===== config.mk =====
export PLATFORM = sky130hd
export DESIGN_NAME = serial_adder_flat
export DESIGN_NICKNAME = d
export VERILOG_FILES = /design/src/rtl/serial_adder_if.sv /design/src/rtl/serial_adder.sv /design/src/flat_wrapper.sv
export SDC_FILE = /design/constraint.sdc
export NUM_CORES = 1
export LEC_CHECK = 0
export BUFFER_PORTS_ARGS = -buffer_cell sky130_fd_sc_hd__buf_4
export CAP_MARGIN = 20
export CORE_ASPECT_RATIO = 0.75
export CORE_UTILIZATION = 55
export CTS_CLUSTER_DIAMETER = 50
export CTS_CLUSTER_SIZE = 14
export DETAILED_ROUTE_END_ITERATION = 7
export GPL_TIMING_DRIVEN = 0
export MAX_ROUTING_LAYER = met4
export PLACE_DENSITY = 0.79
export REMOVE_ABC_BUFFERS = 1
export SLEW_MARGIN = 20
export SYNTH_ARGS = -nofsm -noshare
export SYNTH_HDL_FRONTEND = slang
export SYNTH_SLANG_ARGS = --single-unit

===== constraint.sdc =====
create_clock -name clk -period 2.6 [get_ports clk]
set_clock_uncertainty 0.05 [all_clocks]
set_input_delay 0.13 -clock clk [delete_from_list [all_inputs] [get_ports clk]]
set_output_delay 0.13 -clock clk [all_outputs]
set_load 0.005 [all_outputs]

===== src/rtl/serial_adder_if.sv =====
// Handshake and operand/result bundle for the bit-serial adder/subtractor.
// The master drives operands and start; the slave returns status and result.
interface serial_adder_if #(
  parameter int WIDTH = 8
);
  logic             start;
  logic             sub;
  logic [WIDTH-1:0] a;
  logic [WIDTH-1:0] b;
  logic             carry_in;
  logic             busy;
  logic             done;
  logic [WIDTH-1:0] sum;
  logic             carry_out;
  logic             overflow;

  modport master (
    output start, sub, a, b, carry_in,
    input  busy, done, sum, carry_out, overflow
  );

  modport slave (
    input  start, sub, a, b, carry_in,
    output busy, done, sum, carry_out, overflow
  );
endinterface


===== src/rtl/serial_adder.sv =====
// Bit-serial adder/subtractor: one full-adder cell plus a carry flop, LSB first,
// one bit per clock, with start/busy/done handshake and signed-overflow flag.
module serial_adder #(
  parameter int WIDTH = 8
) (
  input  logic          clk,
  input  logic          reset,
  serial_adder_if.slave bus
);

  localparam int CNT_W = (WIDTH > 1) ? $clog2(WIDTH) : 1;
  localparam logic [CNT_W-1:0] LAST_BIT = CNT_W'(WIDTH - 1);

  typedef enum logic [1:0] {
    IDLE = 2'd0,
    RUN  = 2'd1,
    DONE = 2'd2
  } state_t;

  state_t           state_q;
  state_t           state_d;
  logic [WIDTH-1:0] a_sr;
  logic [WIDTH-1:0] b_sr;
  logic [WIDTH-1:0] s_sr;
  logic [WIDTH-1:0] sum_q;
  logic [CNT_W-1:0] cnt;
  logic             carry;
  logic             carry_out_q;
  logic             overflow_q;
  logic             bit_s;
  logic             carry_nxt;
  logic             last_bit;
  logic             accept;

  function automatic logic majority(input logic x, input logic y, input logic z);
    return (x & y) | (x & z) | (y & z);
  endfunction

  assign bit_s     = a_sr[0] ^ b_sr[0] ^ carry;
  assign carry_nxt = majority(a_sr[0], b_sr[0], carry);
  assign last_bit  = (cnt == LAST_BIT);
  assign accept    = (state_q != RUN) && bus.start;

  always_comb begin
    state_d = state_q;
    case (state_q)
      IDLE, DONE: state_d = bus.start ? RUN : IDLE;
      RUN:        if (last_bit) state_d = DONE;
      default:    state_d = IDLE;
    endcase
  end

  always_ff @(posedge clk) begin
    if (reset) begin
      state_q     <= IDLE;
      a_sr        <= '0;
      b_sr        <= '0;
      s_sr        <= '0;
      sum_q       <= '0;
      cnt         <= '0;
      carry       <= 1'b0;
      carry_out_q <= 1'b0;
      overflow_q  <= 1'b0;
    end else begin
      state_q <= state_d;
      if (accept) begin
        // Subtraction runs as a + ~b + ~borrow_in through the same adder cell.
        a_sr  <= bus.a;
        b_sr  <= bus.sub ? ~bus.b : bus.b;
        carry <= bus.sub ? ~bus.carry_in : bus.carry_in;
        s_sr  <= '0;
        cnt   <= '0;
      end else if (state_q == RUN) begin
        a_sr  <= {1'b0, a_sr[WIDTH-1:1]};
        b_sr  <= {1'b0, b_sr[WIDTH-1:1]};
        s_sr  <= {bit_s, s_sr[WIDTH-1:1]};
        carry <= carry_nxt;
        cnt   <= cnt + 1'b1;
        // On the MSB, 'carry' is still the carry into the MSB, so
        // carry-in ^ carry-out of the top bit gives signed overflow.
        if (last_bit) begin
          sum_q       <= {bit_s, s_sr[WIDTH-1:1]};
          carry_out_q <= carry_nxt;
          overflow_q  <= carry ^ carry_nxt;
        end
      end
    end
  end

  assign bus.busy      = (state_q == RUN);
  assign bus.done      = (state_q == DONE);
  assign bus.sum       = sum_q;
  assign bus.carry_out = carry_out_q;
  assign bus.overflow  = overflow_q;

endmodule


===== src/flat_wrapper.sv =====
// flat-port wrapper written by rule: the top's interface ports become plain ports
module serial_adder_flat 
#(
  parameter int WIDTH = 8
)
  (clk, reset, bus_start, bus_sub, bus_a, bus_b, bus_carry_in, bus_busy, bus_done, bus_sum, bus_carry_out, bus_overflow);
  serial_adder_if #(.WIDTH(WIDTH)) bus_i ();
  input  logic clk;
  input  logic reset;
  input wire logic [$bits(bus_i.start)-1:0] bus_start;
  input wire logic [$bits(bus_i.sub)-1:0] bus_sub;
  input wire logic [$bits(bus_i.a)-1:0] bus_a;
  input wire logic [$bits(bus_i.b)-1:0] bus_b;
  input wire logic [$bits(bus_i.carry_in)-1:0] bus_carry_in;
  output wire logic [$bits(bus_i.busy)-1:0] bus_busy;
  output wire logic [$bits(bus_i.done)-1:0] bus_done;
  output wire logic [$bits(bus_i.sum)-1:0] bus_sum;
  output wire logic [$bits(bus_i.carry_out)-1:0] bus_carry_out;
  output wire logic [$bits(bus_i.overflow)-1:0] bus_overflow;
  assign bus_i.start = bus_start;
  assign bus_i.sub = bus_sub;
  assign bus_i.a = bus_a;
  assign bus_i.b = bus_b;
  assign bus_i.carry_in = bus_carry_in;
  assign bus_busy = bus_i.busy;
  assign bus_done = bus_i.done;
  assign bus_sum = bus_i.sum;
  assign bus_carry_out = bus_i.carry_out;
  assign bus_overflow = bus_i.overflow;
  serial_adder #(.WIDTH(WIDTH)) u_core (.clk(clk), .reset(reset), .bus(bus_i));
endmodule

==> key figures <==
Status
  • Status: finished clean

Drt
  • Via count: approximately 1.3k
  • Routed Antenna Nets: 0
  • 1st-pass router iterations: 4
  • Remaining DRCs: 0
  • DRC violation total after the first TritonRoute iteration: 36
  • Routed WL: 2.90 mm
  • Drt via density: 5.19
  • Drt wl/cell: 11.4 µm

Pwr
  • P_leak: 0.000793 µW
  • Max rail drop VDD: 0.000343 V
  • Pwr/cell area: 595 nW/µm²

Worst setup path
  • Critical path cell sequence: nand2b_1 -> inv_2 -> buf_4
  • Arrival @ worst endpoint: about 2.1 ns
  • Worst path bufs/invs: 2
  • CP max-delay cell: nand2b_1
  • Startpoint types: flip-flop
  • CP Max Fanout: 29
  • CP required: 2.42 ns
  • Worst path top cell family by delay: simple AND/OR/NAND/NOR gates
  • Worst setup path class: reg -> out
  • CP peak stage delay: about 0.7 ns
  • Setup crit end kind: output pin

Die
  • Num ports: 33
  • Row cnt: 17
  • DIE WIDTH: 66.3 µm
  • Core ar.: 2960 µm²
  • Initial cell density of the core: between 50 and 60%
  • Die height: 50.3 µm
  • Die ar.: 3330 µm²

Hold path
  • Worst hold path type: in -> reg

Layout
  • Register area: 781 µm²
  • Antenna Cells: 0
  • Nets: 240
  • Multi-input logic area: 817 µm²
  • Share of layout cells above drive strength 1: roughly 22%
  • Final Util: between 60% and 70%
  • Fill cells: between 200 and 250
  • Layout area overhead: 15.6%

Global route
  • Global-route wire length before repair: 4.98 mm
  • Vias in the first global route: 1,189
  • Initial antenna violation count: 0
  • Largest net degree at the start of global routing: 31
  • GRT Util Overall: approximately 20%
  • Total grt overflow: 0

Yosys
  • Register area share after synthesis: between 40 and 50%
  • Synthesized cell area: around 1700 µm²
  • Netlist cell types: 25
  • Yosys warns: 0
  • Syn Area/Cell: about 8.9 µm²
  • Synth Instances: between 150 and 200
  • Number of synthesized register bits: 39

STA
  • Final setup margin: 0.344 ns
  • Slew Limit Fails: 0
  • Hold Fails Final Rpt: 0
  • Setup violators final: 0
  • Unrepaired setup endpoints after global routing: false
  • Tmin final: 2.26 ns
  • Worst-Margin Slew: 0.902 ns
  • Period utilisation layout: between 80 and 90%
  • Max Fclk: roughly 440 MHz
  • Final setup TNS: 0 ns
  • Max_slew headroom: between 30% and 40%

Clock tree
  • # Post-CTS Setup Buffers: 0
  • Reg clk slew, reported paths: 0.07 ns
  • Root Driver: clkbuf_8
  • CTS buffer count: 5
  • Sink Count: 39
  • CTS H-Tree Depth: 2
  • Clock Latency Late Sink: between 0.2 and 0.3 ns
  • Post-cts sizing count: 0
  • Clock Path Buffers: 2
  • Hold bufs inserted after CTS: 0
  • CTS tree: yes

Place
  • DP HPWL: 1.98 mm
  • RePlAce Congestion: 0.724
  • Buffers on Ports: 32
  • Pre-CTS setup slack: 0.525 ns

Flow run
  • Maxcap violations: 0
==> cells in the final DEF, fill, tap and decap left out, types with 8 or more instances in the layout <==
| cell | synthesis | layout |
|---|---|---|
| nand2_1 | 44 | 44 |
| dfxtp_1 | 39 | 39 |
| buf_4 | 4 | 32 |
| nor2_1 | 20 | 20 |
| a21oi_1 | 18 | 18 |
| xnor2_1 | 11 | 11 |
| mux2i_1 | 8 | 8 |
| a211o_1 | 8 | 8 |
| a21oi_2 | 8 | 8 |
| a211oi_1 | 8 | 8 |
==> flip-flops by register name, summed over array words and instances, names as in the netlist <==
register,flops
u_core.state_q,2
u_core.bus.sum,8
u_core.bus.carry_out,1
u_core.b_sr,8
u_core.s_sr,7
u_core.a_sr,8
u_core.cnt,3
u_core.carry,1
u_core.bus.overflow,1
==> final timing paths <==
path	start	to	slack, ns	depth (start not counted)
worst max-delay path	u_core.state_q[1]$_SDFFE_PP0P_	bus_busy	0.34	3
worst min-delay path	bus_a[7]	u_core.a_sr[7]$_SDFFE_PP0P_	0.1	3
worst max register to register	u_core.state_q[1]$_SDFFE_PP0P_	u_core.b_sr[5]$_SDFFE_PP0P_	0.49	4
worst min register to register	u_core.bus.sum[1]$_SDFFE_PP0P_	u_core.bus.sum[1]$_SDFFE_PP0P_	0.41	2
==> layout make-up <==
type	count	area share [%]
Sequential cell	39	39.5
Multi-Input combinational cell	136	41.4
Clock inverter	1	0.253
Clock buffer	7	3.87
Inverter	2	0.380
Tap cell	38	2.41
Timing Repair Buffer	32	12.2
==> cell usage after synthesis, drive strengths merged <==
cell type | n | area [µm²]
nor2b | 1 | 6.26
and3b | 1 | 8.76
buf | 14 | 98.8
nand2b | 1 | 6.26
a2111oi | 1 | 15.0
fa | 1 | 20.0
mux2i | 8 | 80.1
a21oi | 26 | 160
clkbuf | 1 | 3.75
nand3b | 1 | 7.51
a211o | 8 | 70.1
nand2 | 44 | 165
ha | 2 | 25.0
a2bb2oi | 1 | 8.76
xnor2 | 11 | 96.3
nor3 | 1 | 5.00
nor2 | 20 | 75.1
inv | 2 | 7.50
a21o | 1 | 7.51
a211oi | 8 | 60.1
dfxtp | 39 | 781
==> routing by layer <==
layer / global-route usage [%] / share of wire [%] / vias up / routed length (µm)
met2: 33.2 / 47 / 28 / 1360
li1: - / - / 689 / -
met3: 5.45 / 3.8 / 4 / 111
met5: - / 0 / - / 0
met1: 23.9 / 48 / 602 / 1390
met4: 8.51 / 1.2 / 0 / 35
==> through the flow <==
stage                     instance area [µm²]  total power [µW]  instances  hold slack (ns)
after detailed placement                 1890               807        247            0.388
final                                    1970              1170        255           0.0957
after floorplan                          1610               746        177            0.142
after global placement                   1890               801        247            0.372
after CTS                                1970              1190        255           0.0917
after global routing                     1970              1230        255            0.131
==> power breakdown <==
| part | total [µW] | switching, µW | internal (µW) |
|---|---|---|---|
| clock network | 380 | 192 | 188 |
| logic | 152 | 78.6 | 73.4 |
| registers | 642 | 17.1 | 625 |
| total | 1170 | 288 | 886 |
==> tightest hold or removal path, delay by kind of cell <==
| family | cells | cell delay (ns) |
|---|---|---|
| mux | 1 | 0.05 |
| buf+inv | 1 | 0.07 |
| simple gates | 1 | 0.12 |
==> cell families (layout without fill, tap and decap cells) <==
| kind of cell | Yosys count | after routing | share of synthesized area [%] |
|---|---|---|---|
| buffers and inverters | 17 | 42 | 6.45 |
| XOR/XNOR | 11 | 11 | 5.64 |
| multiplexers | 8 | 8 | 4.69 |
| AND/OR/NAND/NOR | 69 | 69 | 16.0 |
| adder cells (fa/ha/maj) | 3 | 3 | 2.64 |
| flip-flops | 39 | 39 | 45.7 |
| AO/OA/AOI/OAI | 45 | 45 | 18.8 |
Note: power is estimated with default switching activity, not from simulation.
